<file path="config.mk">
export PLATFORM = sky130hd
export DESIGN_NAME = seg_scan_ctrl
export DESIGN_NICKNAME = d
export VERILOG_FILES = /design/src/rtl/seg_scan_ctrl.sv
export SDC_FILE = /design/constraint.sdc
export NUM_CORES = 1
export LEC_CHECK = 0
export CAP_MARGIN = 10
export CORE_ASPECT_RATIO = 1.2
export CORE_MARGIN = 3
export CORE_UTILIZATION = 51
export CTS_BUF_LIST = sky130_fd_sc_hd__clkbuf_4
export CTS_CLUSTER_SIZE = 24
export DETAILED_ROUTE_END_ITERATION = 8
export GPL_TIMING_DRIVEN = 0
export PLACE_DENSITY_LB_ADDON = 0.25
export SLEW_MARGIN = 20
export SYNTH_ARGS = -nofsm -noshare
export SYNTH_HDL_FRONTEND = slang
export SYNTH_SLANG_ARGS = --single-unit
</file>
<file path="constraint.sdc">
create_clock -name clk -period 2.1 [get_ports clk]
set_input_delay 0.315 -clock clk [delete_from_list [all_inputs] [get_ports clk]]
set_output_delay 0.315 -clock clk [all_outputs]
set_load 0.02 [all_outputs]
</file>
<file path="src/rtl/seg_scan_ctrl.sv">
// ---------------------------------------------------------------------------
// seg_scan_ctrl : multiplexed common-anode 7-segment scanner with prescaler,
//                 PWM brightness, dead time, leading-zero suppression.
// Rev 1.0
// ---------------------------------------------------------------------------
`default_nettype none

module seg_scan_ctrl #(
  parameter int NDIG = 4,
  parameter int DIV  = 100000,
  parameter int BW   = 3
) (
  input  logic              clk,
  input  logic              reset,
  input  logic              ce,
  input  logic [4*NDIG-1:0] digits,
  input  logic [NDIG-1:0]   dp,
  input  logic [NDIG-1:0]   blank,
  input  logic              lz_en,
  input  logic [BW-1:0]     bright,
  output logic [NDIG-1:0]   AN,
  output logic [6:0]        seg,
  output logic              dp_n,
  output logic              frame_tick
);

  localparam int            PW         = (DIV > 1) ? $clog2(DIV) : 1;
  localparam int            IW         = (NDIG > 1) ? $clog2(NDIG) : 1;
  localparam logic [PW-1:0] PRESC_LAST = PW'(DIV - 1);
  localparam logic [IW-1:0] IDX_LAST   = IW'(NDIG - 1);

  logic [PW-1:0]     presc_q, presc_d;
  logic [IW-1:0]     idx_q, idx_d;
  logic [BW-1:0]     pwm_q;
  logic [4*NDIG-1:0] dig_q;
  logic [NDIG-1:0]   dp_q, blank_q;
  logic              lz_q;
  logic [NDIG-1:0]   an_q, an_d;
  logic [6:0]        seg_q, seg_d;
  logic              dpn_q, dpn_d;
  logic              tick_q, tick_d;

  logic              slot_end, latch;
  logic [NDIG-1:0]   supp;
  logic [3:0]        sel_nib;
  logic              sel_dp, sel_blank, sel_supp, dark, lit;

  function automatic logic [6:0] hex7(input logic [3:0] n);
    case (n)
      4'h0: hex7 = 7'b0000001;
      4'h1: hex7 = 7'b1001111;
      4'h2: hex7 = 7'b0010010;
      4'h3: hex7 = 7'b0000110;
      4'h4: hex7 = 7'b1001100;
      4'h5: hex7 = 7'b0100100;
      4'h6: hex7 = 7'b0100000;
      4'h7: hex7 = 7'b0001111;
      4'h8: hex7 = 7'b0000000;
      4'h9: hex7 = 7'b0000100;
      4'hA: hex7 = 7'b0001000;
      4'hB: hex7 = 7'b1100000;
      4'hC: hex7 = 7'b0110001;
      4'hD: hex7 = 7'b1000010;
      4'hE: hex7 = 7'b0110000;
      default: hex7 = 7'b0111000;
    endcase
  endfunction

  assign slot_end = (presc_q == PRESC_LAST);
  assign latch    = ce && (presc_q == '0) && (idx_q == '0);
  assign presc_d  = slot_end ? '0 : presc_q + 1'b1;
  assign idx_d    = !slot_end ? idx_q : ((idx_q == IDX_LAST) ? '0 : idx_q + 1'b1);
  assign tick_d   = ce && slot_end && (idx_q == IDX_LAST);

  // A digit is suppressed only while every nibble from the top down to it is zero.
  always_comb begin
    logic zero_run;
    supp     = '0;
    zero_run = lz_q;
    for (int i = NDIG - 1; i >= 1; i--) begin
      zero_run = zero_run && (dig_q[4*i +: 4] == 4'h0);
      supp[i]  = zero_run;
    end
  end

  always_comb begin
    sel_nib   = 4'h0;
    sel_dp    = 1'b0;
    sel_blank = 1'b0;
    sel_supp  = 1'b0;
    for (int i = 0; i < NDIG; i++) begin
      if (idx_q == IW'(i)) begin
        sel_nib   = dig_q[4*i +: 4];
        sel_dp    = dp_q[i];
        sel_blank = blank_q[i];
        sel_supp  = supp[i];
      end
    end
  end

  // The first cycle of each slot keeps all anodes off so the old digit cannot ghost.
  assign dark = sel_blank || (sel_supp && !sel_dp);
  assign lit  = (presc_q != '0) && (pwm_q <= bright) && !dark;

  always_comb begin
    an_d = '1;
    for (int i = 0; i < NDIG; i++) begin
      if (lit && (idx_q == IW'(i))) an_d[i] = 1'b0;
    end
  end

  assign seg_d = (sel_blank || sel_supp) ? 7'h7F : hex7(sel_nib);
  assign dpn_d = sel_blank ? 1'b1 : !sel_dp;

  always_ff @(posedge clk or negedge reset) begin
    if (!reset) begin
      presc_q <= '0;
      idx_q   <= '0;
      pwm_q   <= '0;
      dig_q   <= '0;
      dp_q    <= '0;
      blank_q <= '0;
      lz_q    <= 1'b0;
      an_q    <= '1;
      seg_q   <= 7'h7F;
      dpn_q   <= 1'b1;
      tick_q  <= 1'b0;
    end else begin
      tick_q <= tick_d;
      if (ce) begin
        presc_q <= presc_d;
        idx_q   <= idx_d;
        pwm_q   <= pwm_q + 1'b1;
        an_q    <= an_d;
        seg_q   <= seg_d;
        dpn_q   <= dpn_d;
        if (latch) begin
          dig_q   <= digits;
          dp_q    <= dp;
          blank_q <= blank;
          lz_q    <= lz_en;
        end
      end
    end
  end

  assign AN         = an_q;
  assign seg        = seg_q;
  assign dp_n       = dpn_q;
  assign frame_tick = tick_q;

endmodule

`default_nettype wire
</file>
# [Word-level counts from Yosys, hierarchy flattened]
# Memory sizes are Yosys's and may differ from the RTL's.
# Cells that the tools add are included.
[totals] ram_bits=0 mem_bits_ro=112 word_cells=69 mem_count=1 regBits=60 in_bits=31 latchBits=0
[mem_list] name="(no name shown)" depth=16 word_bits=7 rd=1 rd_ports_with_merged_regs=0 write_ports=0 line_no="49" source="case (n)"
[classes] eq_ne=4 shifts=0 n_mux=23 magnitude_cmp=1 n_addsub=3 multipliers=0 bitwise_logic=0 div_mod_pow=0 n_reduce_logical=26
[op_table] cell="$add A17 B1 Y17 const B" count=1
[op_table] cell="$eq A17 B17 Y1 const B" count=1
[op_table] cell="$logic_not A17 Y1" count=1
[op_table] cell="$mux W17" count=1
[op_table] cell="$reduce_bool A17 Y1" count=1
[op_table] cell="$mux W1" count=16
[op_table] cell="$mux W4" count=4
[op_table] cell="$logic_and A1 B1 Y1" count=14
[op_table] cell="$logic_not A4 Y1" count=3
[op_table] cell="$mux W7" count=1
[op_table] cell="$eq A2 B2 Y1 const B" count=2
[op_table] cell="$reduce_and A2 Y1" count=2
[op_table] cell="$add A3 B1 Y3 const B" count=1
[op_table] cell="$le A3 B3 Y1" count=1
[op_table] cell="$add A2 B1 Y2 const B" count=1
[op_table] cell="$eq A2 B1 Y1 const B" count=1
[op_table] cell="$logic_not A1 Y1" count=2
[op_table] cell="$logic_not A2 Y1" count=1
[op_table] cell="$logic_or A1 B1 Y1" count=2
[op_table] cell="$mux W2" count=1

# [Logic depth before layout (Yosys ltp)]
# Gate-level depths: netlist of run 1.
[depth] ltp_word=13 mapped_depth=12

# [Worst setup path after synthesis of run 1]
# No wires, ideal clock.
[synth_path] path_kind="register to register" from="register idx_q[0]" to="register seg_q[0] (netlist: seg[0])" path_buffers=1 period_less_slack_ns=2.242 slack_ns=-0.142 path_stages_with_launch=11 required_time_ns=2.012 arrival_time_ns=2.154 path_cell_list="dfrtp_1 -> ha_1 -> clkbuf_1 -> nand2b_1 -> o22ai_1 -> a31oi_1 -> inv_1 -> ha_1 -> mux2_2 -> a2bb2oi_1 -> a21oi_1"
[synth_via] elab_chain_len=7
[synth_rtl] element="start, declared" line_no="33" source="logic [IW-1:0] idx_q, idx_d;"
[synth_rtl] element="start signal, assigned" line_no="132" source="idx_q <= idx_d;"
[synth_rtl] element="$logic_not A2 Y1" line_no="92" source="if (idx_q == IW'(i)) begin"
[synth_rtl] element="$mux W4 / $mux W1 (equally long branches) (4 in series)" line_no="92"
[synth_rtl] element="$mem_v2 Z16 W7 / $logic_or A1 B1 Y1 (equally long branches)"
[synth_rtl] element="$mux W7 (*)" line_no="112" source="assign seg_d = (sel_blank || sel_supp) ? 7'h7F : hex7(sel_nib);"
[synth_rtl] element="end signal, assigned" line_no="135" source="seg_q <= seg_d;"
[synth_rtl] element="end, declared" line_no="39" source="logic [6:0] seg_q, seg_d;"
# Mark *: on every way between the ends. The rest lies on a longest branch, timed or not.
# A chain may end at the register's enable or synchronous reset.

# [Worst setup path after layout of run 1]
# Ends and elaborated chain as after synthesis.

==> results of run 1 <==
## flip-flops by register name, indices dropped and copies added, names as in the netlist
name        count
seg             7
pwm_q           3
AN              4
presc_q        17
frame_tick      1
dig_q          16
dp_n            1
blank_q         4
lz_q            1
dp_q            4
idx_q           2
## power by group through the flow
stage	clock [uW]	combinational [uW]	sequential, uW
after CTS	827	1630	1930
after detailed placement	0	1410	1940
after global placement	0	1350	1930
after floorplan	0	874	1950
after global routing	886	1930	1990
final	816	1780	1950
## stage by stage
step / power, uW / instance area [sq um] / setup WS [ns] / hold WS, ns / util (%)
5_1_grt: 4813 / 4398 / -0.1727 / 0.3701 / 75.11
4_1_cts: 4391 / 4313 / -0.06332 / 0.3462 / 73.65
3_5_place_dp: 3354 / 3737 / -0.3860 / 0.2470 / 63.82
2_1_floorplan: 2829 / 3189 / 0.002009 / 0.01941 / -
6_report: 4547 / 4398 / -0.08672 / 0.3522 / 75.11
3_3_place_gp: 3281 / 3720 / -1.166 / 0.4733 / 63.53
## how the worst min path moves through the flow
stage,depth (start not counted),to,from
2_1_floorplan,0,blank_q[0],reset
3_3_place_gp,1,pwm_q[2],pwm_q[2]
3_5_place_dp,1,presc_q[6],reset
4_1_cts,2,presc_q[6],reset
5_1_grt,2,presc_q[6],reset
6_report,2,presc_q[6],reset
## worst max-delay path, delay by kind of cell (launching register included)
kind	cells	cell delay (ns)
mux	1	0.27
fa+ha+maj	2	0.35
flops	1	0.49
buf+inv	3	0.34
simple gates	1	0.22
compound gates	3	0.45
## logic make-up (layout without fill, tap and decap cells)
group / count (synthesis) / count (layout) / synth area share [%]
compound gates: 48 / 48 / 10.25
xor+xnor: 15 / 15 / 4.139
fa+ha+maj: 16 / 16 / 6.307
buf+inv: 30 / 113 / 4.099
flops: 60 / 60 / 47.77
mux: 29 / 29 / 10.17
simple gates: 102 / 102 / 17.26
## repair_timing
action,CTS,global route
hold buffers,1,0
cloned,2,0
hold endpoints to repair,15,0
pin swaps,20,16
resized for setup,59,23
setup endpoints to repair,35,39
buffers inserted,22,2
## layout by cell type, fill, tap and decap left out, types with 6 or more instances in the layout
cell type and instances:
xnor2_1 8, ha_1 7, a21oi_1 7, dfstp_2 12, clkdlybuf4s50_1 42, inv_1 12
xor2_1 7, nand2_1 14, nand3_1 12, buf_6 6, o21ai_0 9, dfrtp_1 46
clkbuf_4 14, buf_4 20, ha_4 8, nor2_1 26, mux2_2 23
## final cells by class
cell class | count | area [sq um]
plain buffers | 8 | 77.57
clock buffers | 13 | 97.59
clock inverters | 3 | 38.79
fillers | 390 | 1458
inverters | 18 | 80.08
multi-input cells | 210 | 1789
flip-flops and latches | 60 | 1519
well taps | 80 | 100.1
repair buffers | 71 | 695.7
## metal layers
metal | vias to the layer above | track usage [%] | wire length [um] | part of all wire, %
li1 | 1228 | - | - | -
met1 | 1308 | 26.40 | 3222 | 41
met2 | 89 | 37.86 | 4017 | 51
met3 | 27 | 4.280 | 360 | 4.6
met4 | 0 | 13.41 | 295 | 3.7
met5 | - | 0 | 0 | 0
==> impl_metrics.yaml, run 1 <==
floorplan:
  io_pins: 44
  start_util_pct: 54.21
  dieArea_sq_mm: 0.007211
  rows: 30
  fp.dieH_um: 92.43
  die-width_um: 78.02
  core-area_sq_mm: 0.005856
synth:
  syn_area_sq_mm: 0.003174
  ys_types: 52
  synth_cells: 300
  yosysSeqAreaShare_pct: 47.77
  yosysTopAreaCell: "dfrtp_1"
  synth_top_cells_by_area: "dfrtp_1 (38%), dfstp_2 (9.9%), mux2_2 (9.2%)"
  synth_top_area_share_pct: 37.84
  synth-edff-count: 0
  ys_async_sr_fraction_pct: 100.0
  avgSynthCellArea_sq_um: 10.58
  ys.flop_type: "dfrtp_1"
  yosys-top-cells-count: "dfrtp_1 (48), nor2_1 (27), mux2_2 (26), inv_1 (18), nand2_1 (17)"
  syn_nets: 347
  synth_warnings: 0
  ys_seq_elements: 60
  yosysMostFrequentCell: "dfrtp_1"
pwr:
  p_int_uw: 2958
  comb_power_share_pct: 39.1
  cellPowerDensity_mw_per_mm2: 1034
  p_seq_share_pct: 42.9
  peakVddDrop_mv: 0.6319
  p_sw_share_pct: 34.94
  p_leak_uw: 0.001896
  switching_power_uw: 1589
  pwr-share-clk_pct: 18.0
sta:
  setup_viol: 5
  tns_ns: -0.3238
  hold_violations: 0
  maxSlewHeadroom_pct: 67.86
  finClkSkew_ns: 0.01410
  rsz0062_at_grt: "true"
  fin_crit_ns: 2.187
  max_slew.worst_pin.slew_ns: 0.4820
  post-route-worst-setup-slack_ns: -0.08672
  fmax_mhz: 457.3
  fin_crit_sh_pct: 104.1
  drv_slew: 0
critical_path:
  worstSetupPathType: "register to register"
  reg2reg_depth: 10
  critical_path.max_fanout: 10
  r2r_end: "seg[0]"
  crit_path_end_kind: "register"
  crit_arrival_ns: 2.52
  cp-endpoint: "seg[0]"
  reg2reg_slack_ns: -0.09
  critPathLaunch: "idx_q[0]"
  crit_path_cell_trace: "ha_4, clkbuf_8, inv_2, o22a_1, and2_4, inv_6, ha_4, mux2_4, a2bb2oi_2, a21oi_2"
  rr_startpoint: "idx_q[0]"
  start_kind: "register"
  cpMostUsedCell: "ha_4"
  cpMaxStageDelayCell: "dfrtp_2"
  required_ns: 2.44
  slowest_delay_ns: 0.49
placement:
  io_buffers: 43
  hpwl_um: 4937
  gp_congestion: 0.8272
  placedCellCount: 424
layout:
  area_growth_pct: 38.55
  drive_gt1_share_pct: 35.25
  insertedDiodeCount: 0
  nets: 425
  fin_cells: 463
route:
  routed_via_density: 5.728
  vias: 2652
  firstDrtPassIters: 4
  drtAntennaViolNets: 0
  routedWlPerCell_um: 17.05
  route.detailed.drc: 0
  routed_wl_um: 7895
  drt-initial-drc-count: 228
grt:
  first_global_vias: 2718
  grt-ovfl-total: 0
  grt_antenna_before_repair: 0
  track_usage_pct: 22.46
  grt_start_max_net_pins: 36
  grt_pass1_wl_um: 12720
clock_network:
  clockBufferDepth: 2
  tritoncts: "yes"
  cts.sink_count: 60
  path_clk_slew_ns: 0.10
  htree_levels: 3
  cts-root-buf: "clkbuf_4"
  numCtsBuffers: 9
  clk_latency_ns: 0.40
flow_run:
  drv_cap: 0
run_status:
  status: "finished with violations"
  failed_checks: "negative setup slack"
hold_path:
  hold_class: "input pin to asynchronous set/reset pin"
No activity file was read; power rests on OpenSTA's default activity.
==> inputs of run 2 (changes only) <==
Settings changed: RECOVER_POWER set to 50.
==> run 2 against run 1 <==
The flow still finishes with violations (negative setup slack). Wire length hardly changed. Total power hardly changed. Clock power hardly changed. First-iteration DRC count stayed put. Register-to-register slack hardly changed. Sequential power hardly changed. Flip-flop and latch count stayed put. Die area stayed put. Non-clock buffer count stayed put. Final cell count stayed put. Critical path type unchanged. Critical endpoint unchanged. Largest power group unchanged.
==> impl_metrics.yaml, run 2 (synthesis gave the netlist of run 1 again) <==
critical_path:
  crit_arrival_ns: 2.52
  required_ns: 2.44
  critical_path.max_fanout: 10
  reg2reg_depth: 10
  worstSetupPathType: "register to register"
  r2r_end: "seg[0]"
  crit_path_end_kind: "register"
  start_kind: "register"
  reg2reg_slack_ns: -0.09
  rr_startpoint: "idx_q[0]"
sta:
  fin_crit_sh_pct: 104.1
  finClkSkew_ns: 0.01410
  max_slew.worst_pin.slew_ns: 1.488
  drv_slew: 0
  holdWs_ns: 0.4657
  fin_crit_ns: 2.187
  fmax_mhz: 457.3
  hold_violations: 0
  maxSlewHeadroom_pct: 0.8028
  post-route-worst-setup-slack_ns: -0.08672
  rsz0062_at_grt: "true"
  setup_viol: 5
route:
  firstDrtPassIters: 4
  route.detailed.drc: 0
  drt-initial-drc-count: 228
  routed_wl_um: 7892
  routed_via_density: 5.728
  vias: 2652
  drtAntennaViolNets: 0
  routedWlPerCell_um: 17.05
grt:
  first_global_vias: 2718
  grt-ovfl-total: 0
  grt_antenna_before_repair: 0
  grt_start_max_net_pins: 36
  track_usage_pct: 22.46
  grt_pass1_wl_um: 12720
run_status:
  status: "finished with violations"
  failed_checks: "negative setup slack"
floorplan:
  rows: 30
  die-width_um: 78.02
  io_pins: 44
  start_util_pct: 54.21
  fp.dieH_um: 92.43
  dieArea_sq_mm: 0.007211
  core-area_sq_mm: 0.005856
pwr:
  p_leak_uw: 0.001892
  peakVddDrop_mv: 0.6319
  cellPowerDensity_mw_per_mm2: 1034
layout:
  largest_reg_flops: 17
  final_cell_mix: "dfrtp_1 (46), clkdlybuf4s50_1 (41), nor2_1 (26), mux2_2 (23), buf_4 (19)"
  regMostFlops: "presc_q"
  finish.utilization_pct: 75.04
  final_common_cell: "dfrtp_1"
  fillCellCount: 389
  insertedDiodeCount: 0
  area_growth_pct: 38.43
  drive_gt1_share_pct: 34.99
  nets: 425
flow_run:
  drv_cap: 0
hold_path:
  hold_depth: 3
  hold_path.startpoint: "dp[2]"
  hold_class: "input pin to register"
  min_to: "dp_q[2]"
clock_network:
  numCtsBuffers: 9
  cts-root-buf: "clkbuf_4"
  clk_latency_ns: 0.40
  clockBufferDepth: 2
  cts.sink_count: 60
  path_clk_slew_ns: 0.10
  tritoncts: "yes"
  htree_levels: 3
placement:
  io_buffers: 43
  gp_congestion: 0.8272
  hpwl_um: 4937
==> run 2: what timing repair did <==
| item | 4_1_cts | 5_1_grt |
|---|---|---|
| cloned | 2 | 0 |
| pin swaps | 20 | 16 |
| endpoints found under the setup margin | 35 | 39 |
| hold endpoints to repair | 15 | 0 |
| hold buffers | 1 | 0 |
| resized for setup | 59 | 23 |
| buffers inserted | 22 | 2 |
==> run 2: final cells by class <==
| cell class | count | area (sq um) | share of cell area (%) |
|---|---|---|---|
| flip-flops and latches | 60 | 1519 | 34.57 |
| multi-input cells | 210 | 1789 | 40.72 |
| inverters | 18 | 80.08 | 1.822 |
| clock buffers | 13 | 97.59 | 2.221 |
| clock inverters | 3 | 38.79 | 0.8827 |
| repair buffers | 71 | 691.9 | 15.75 |
| well taps | 80 | 100.1 | 2.278 |
| plain buffers | 8 | 77.57 | 1.765 |
==> run 2: worst max-delay path by stage <==
stage               slack, ns     start  depth (start not counted)   endpoint
finish                  -0.09  idx_q[0]                         10     seg[0]
global route            -0.17  idx_q[1]                         10     seg[2]
CTS                     -0.06  idx_q[1]                         12     seg[3]
detailed placement      -0.39  idx_q[1]                         11     seg[2]
global placement        -1.17     reset                          1  dig_q[13]
floorplan               0.002  idx_q[0]                         10     seg[5]
==> run 2: through the flow <==
step	instance area (sq um)	setup slack [ns]	TNS, ns	power (uW)	cells
finish	4394	-0.08672	-0.3238	4546	463
CTS	4313	-0.06332	-0.2877	4391	463
global placement	3720	-1.166	-68.18	3281	423
detailed placement	3737	-0.3860	-7.426	3354	424
global route	4394	-0.1727	-1.016	4812	463
floorplan	3189	0.002009	0	2829	300
==> run 2: power by group <==
group	total (uW)	switching [uW]	internal [uW]	leakage [uW]
clock	816	404	412	0.0000794
combinational	1780	852	926	0.00107
sequential	1950	333	1620	0.000743
total	4550	1590	2960	0.00189
==> run 2: critical path, stage by stage, from the launching register on <==
cell	delay, ns
dfrtp_2	0.49
ha_4	0.19
clkbuf_8	0.16
inv_2	0.12
o22a_1	0.22
and2_4	0.22
inv_6	0.06
ha_4	0.16
mux2_4	0.27
a2bb2oi_2	0.16
a21oi_2	0.07
==> run 2: layer usage <==
layer | vias up | global-route usage [%] | wire [um]
met5 | - | 0 | 0
met4 | 0 | 13.41 | 295
met3 | 27 | 4.280 | 360
met2 | 89 | 37.86 | 4017
met1 | 1308 | 26.40 | 3220
li1 | 1228 | - | -
==> inputs of run 3 (changes only) <==
Settings changed: CORE_ASPECT_RATIO 1.2 to 0.75.
==> run 3 against run 2 <==
Clock-buffer cell count decreased by 4. Worst hold slack worse by 0.010 ns. The flow still finishes with violations (negative setup slack). Sequential power about the same. Largest power group unchanged.
==> impl_metrics.yaml, run 3 (synthesis gave the netlist of run 1 again) <==
critical_path:
  crit_arrival_ns: 2.59
  critical_path.max_fanout: 5
  reg2reg_depth: 10
  worstSetupPathType: "register to register"
  r2r_end: "seg[3]"
  crit_path_end_kind: "register"
  start_kind: "register"
  reg2reg_slack_ns: -0.15
  cp-endpoint: "seg[3]"
  required_ns: 2.44
  critPathLaunch: "idx_q[1]"
  rr_startpoint: "idx_q[1]"
grt:
  globalRouteMet1Util_pct: 31.28
  met2_usage_pct: 37.77
  grt-busiest-layer: "met2"
  grt-ovfl-total: 0
  grt_antenna_before_repair: 0
  first_global_vias: 2613
  use_met3_pct: 6.186
  grt_pass1_wl_um: 13170
  track_usage_pct: 23.47
  grt_start_max_net_pins: 40
floorplan:
  io_pins: 44
  fp.dieH_um: 74.33
  start_util_pct: 53.66
  die-width_um: 97.10
  dieArea_sq_mm: 0.007217
  rows: 24
  core-area_sq_mm: 0.005916
clock_network:
  path_clk_slew_ns: 0.11
  clk_latency_ns: 0.42
  htree_levels: 3
  numCtsBuffers: 9
  tritoncts: "yes"
  cts.sink_count: 60
  cts-root-buf: "clkbuf_4"
  clockBufferDepth: 2
route:
  routed_via_density: 6.021
  vias: 2878
  route.detailed.drc: 0
  drt-initial-drc-count: 288
  routedWlPerCell_um: 19.66
  routed_wl_um: 9397
  drtAntennaViolNets: 0
  firstDrtPassIters: 5
placement:
  gp_congestion: 0.8086
  dpl-instance-area_sq_mm: 0.003735
  hpwl_um: 5038
  io_buffers: 43
sta:
  fin_crit_sh_pct: 107.0
  hold_violations: 0
  tns_ns: -0.8300
  fin_crit_ns: 2.246
  max_slew.worst_pin.slew_ns: 1.118
  maxSlewHeadroom_pct: 25.48
  setup_viol: 9
  finClkSkew_ns: 0.01921
  drv_slew: 0
  fmax_mhz: 445.2
  rsz0062_at_grt: "true"
  post-route-worst-setup-slack_ns: -0.1462
pwr:
  fin_total_pwr_uw: 4604
  cellPowerDensity_mw_per_mm2: 1011
  peakVddDrop_mv: 0.6220
  p_leak_uw: 0.001975
layout:
  nets: 443
  final_common_cell: "dfrtp_1"
  largest_reg_flops: 17
  insertedDiodeCount: 0
  drive_gt1_share_pct: 37.50
  fin_area_sq_mm: 0.004553
  final_cell_mix: "dfrtp_1 (45), clkdlybuf4s50_1 (41), buf_4 (31), nor2_1 (26), mux2_2 (25)"
  regMostFlops: "presc_q"
  fillCellCount: 344
  finish.utilization_pct: 76.97
  area_growth_pct: 43.44
run_status:
  status: "finished with violations"
  failed_checks: "negative setup slack"
hold_path:
  hold_class: "input pin to register"
flow_run:
  drv_cap: 0
[run 3: worst min path at each step]
stage                     cells after the start      from  slack [ns]          to
after floorplan                               0     reset        0.02  blank_q[0]
after global placement                        1  pwm_q[2]        0.47    pwm_q[2]
after detailed placement                      1     reset        0.22    pwm_q[0]
after CTS                                     2     reset        0.33    pwm_q[0]
after global routing                          3     lz_en        0.47        lz_q
final                                         3     lz_en        0.46        lz_q
[run 3: area by class of cell]
type | instances | area (sq um) | area share, %
multi-input combinational | 210 | 1804 | 39.63
buffer | 9 | 92.59 | 2.034
sequential | 60 | 1520 | 33.39
inverter | 18 | 87.58 | 1.924
tap | 78 | 97.59 | 2.143
clock inverter | 6 | 56.30 | 1.237
timing repair buffer | 88 | 827.0 | 18.16
clock buffer | 9 | 67.56 | 1.484
[run 3: repair_timing]
item	CTS	global route
endpoints found under the setup margin	32	41
resized for setup	39	55
pin swaps	15	22
hold buffers	1	0
buffers inserted	24	20
gates cloned	0	1
hold endpoints to repair	12	0
[run 3: worst max-delay path, cell delays in order, from the launching register on]
cell	delay, ns
dfrtp_2	0.46
inv_4	0.07
ha_4	0.19
buf_8	0.12
o211ai_1	0.32
and2_4	0.29
inv_8	0.06
ha_4	0.16
mux2_2	0.25
mux2i_1	0.15
a21oi_1	0.09
[run 3: layer usage]
metal,vias to the layer above,routed length [um]
met4,0,393
met3,43,719
met1,1393,3977
li1,1262,-
met2,180,4307
met5,-,0
[run 3: power by group]
part	total, uW	switching (uW)	internal [uW]
Combinational	1830	890	940
Sequential	1980	359	1620
Clock	797	451	346
Total	4600	1700	2900
[run 3: through the flow]
step                cells  hold WS, ns  setup slack [ns]
floorplan             300      0.01941          0.002009
global placement      421       0.4678            -1.184
detailed placement    422       0.2248           -0.3850
CTS                   460       0.3263           -0.1101
global route          478       0.4687           -0.1928
finish                478       0.4554           -0.1462
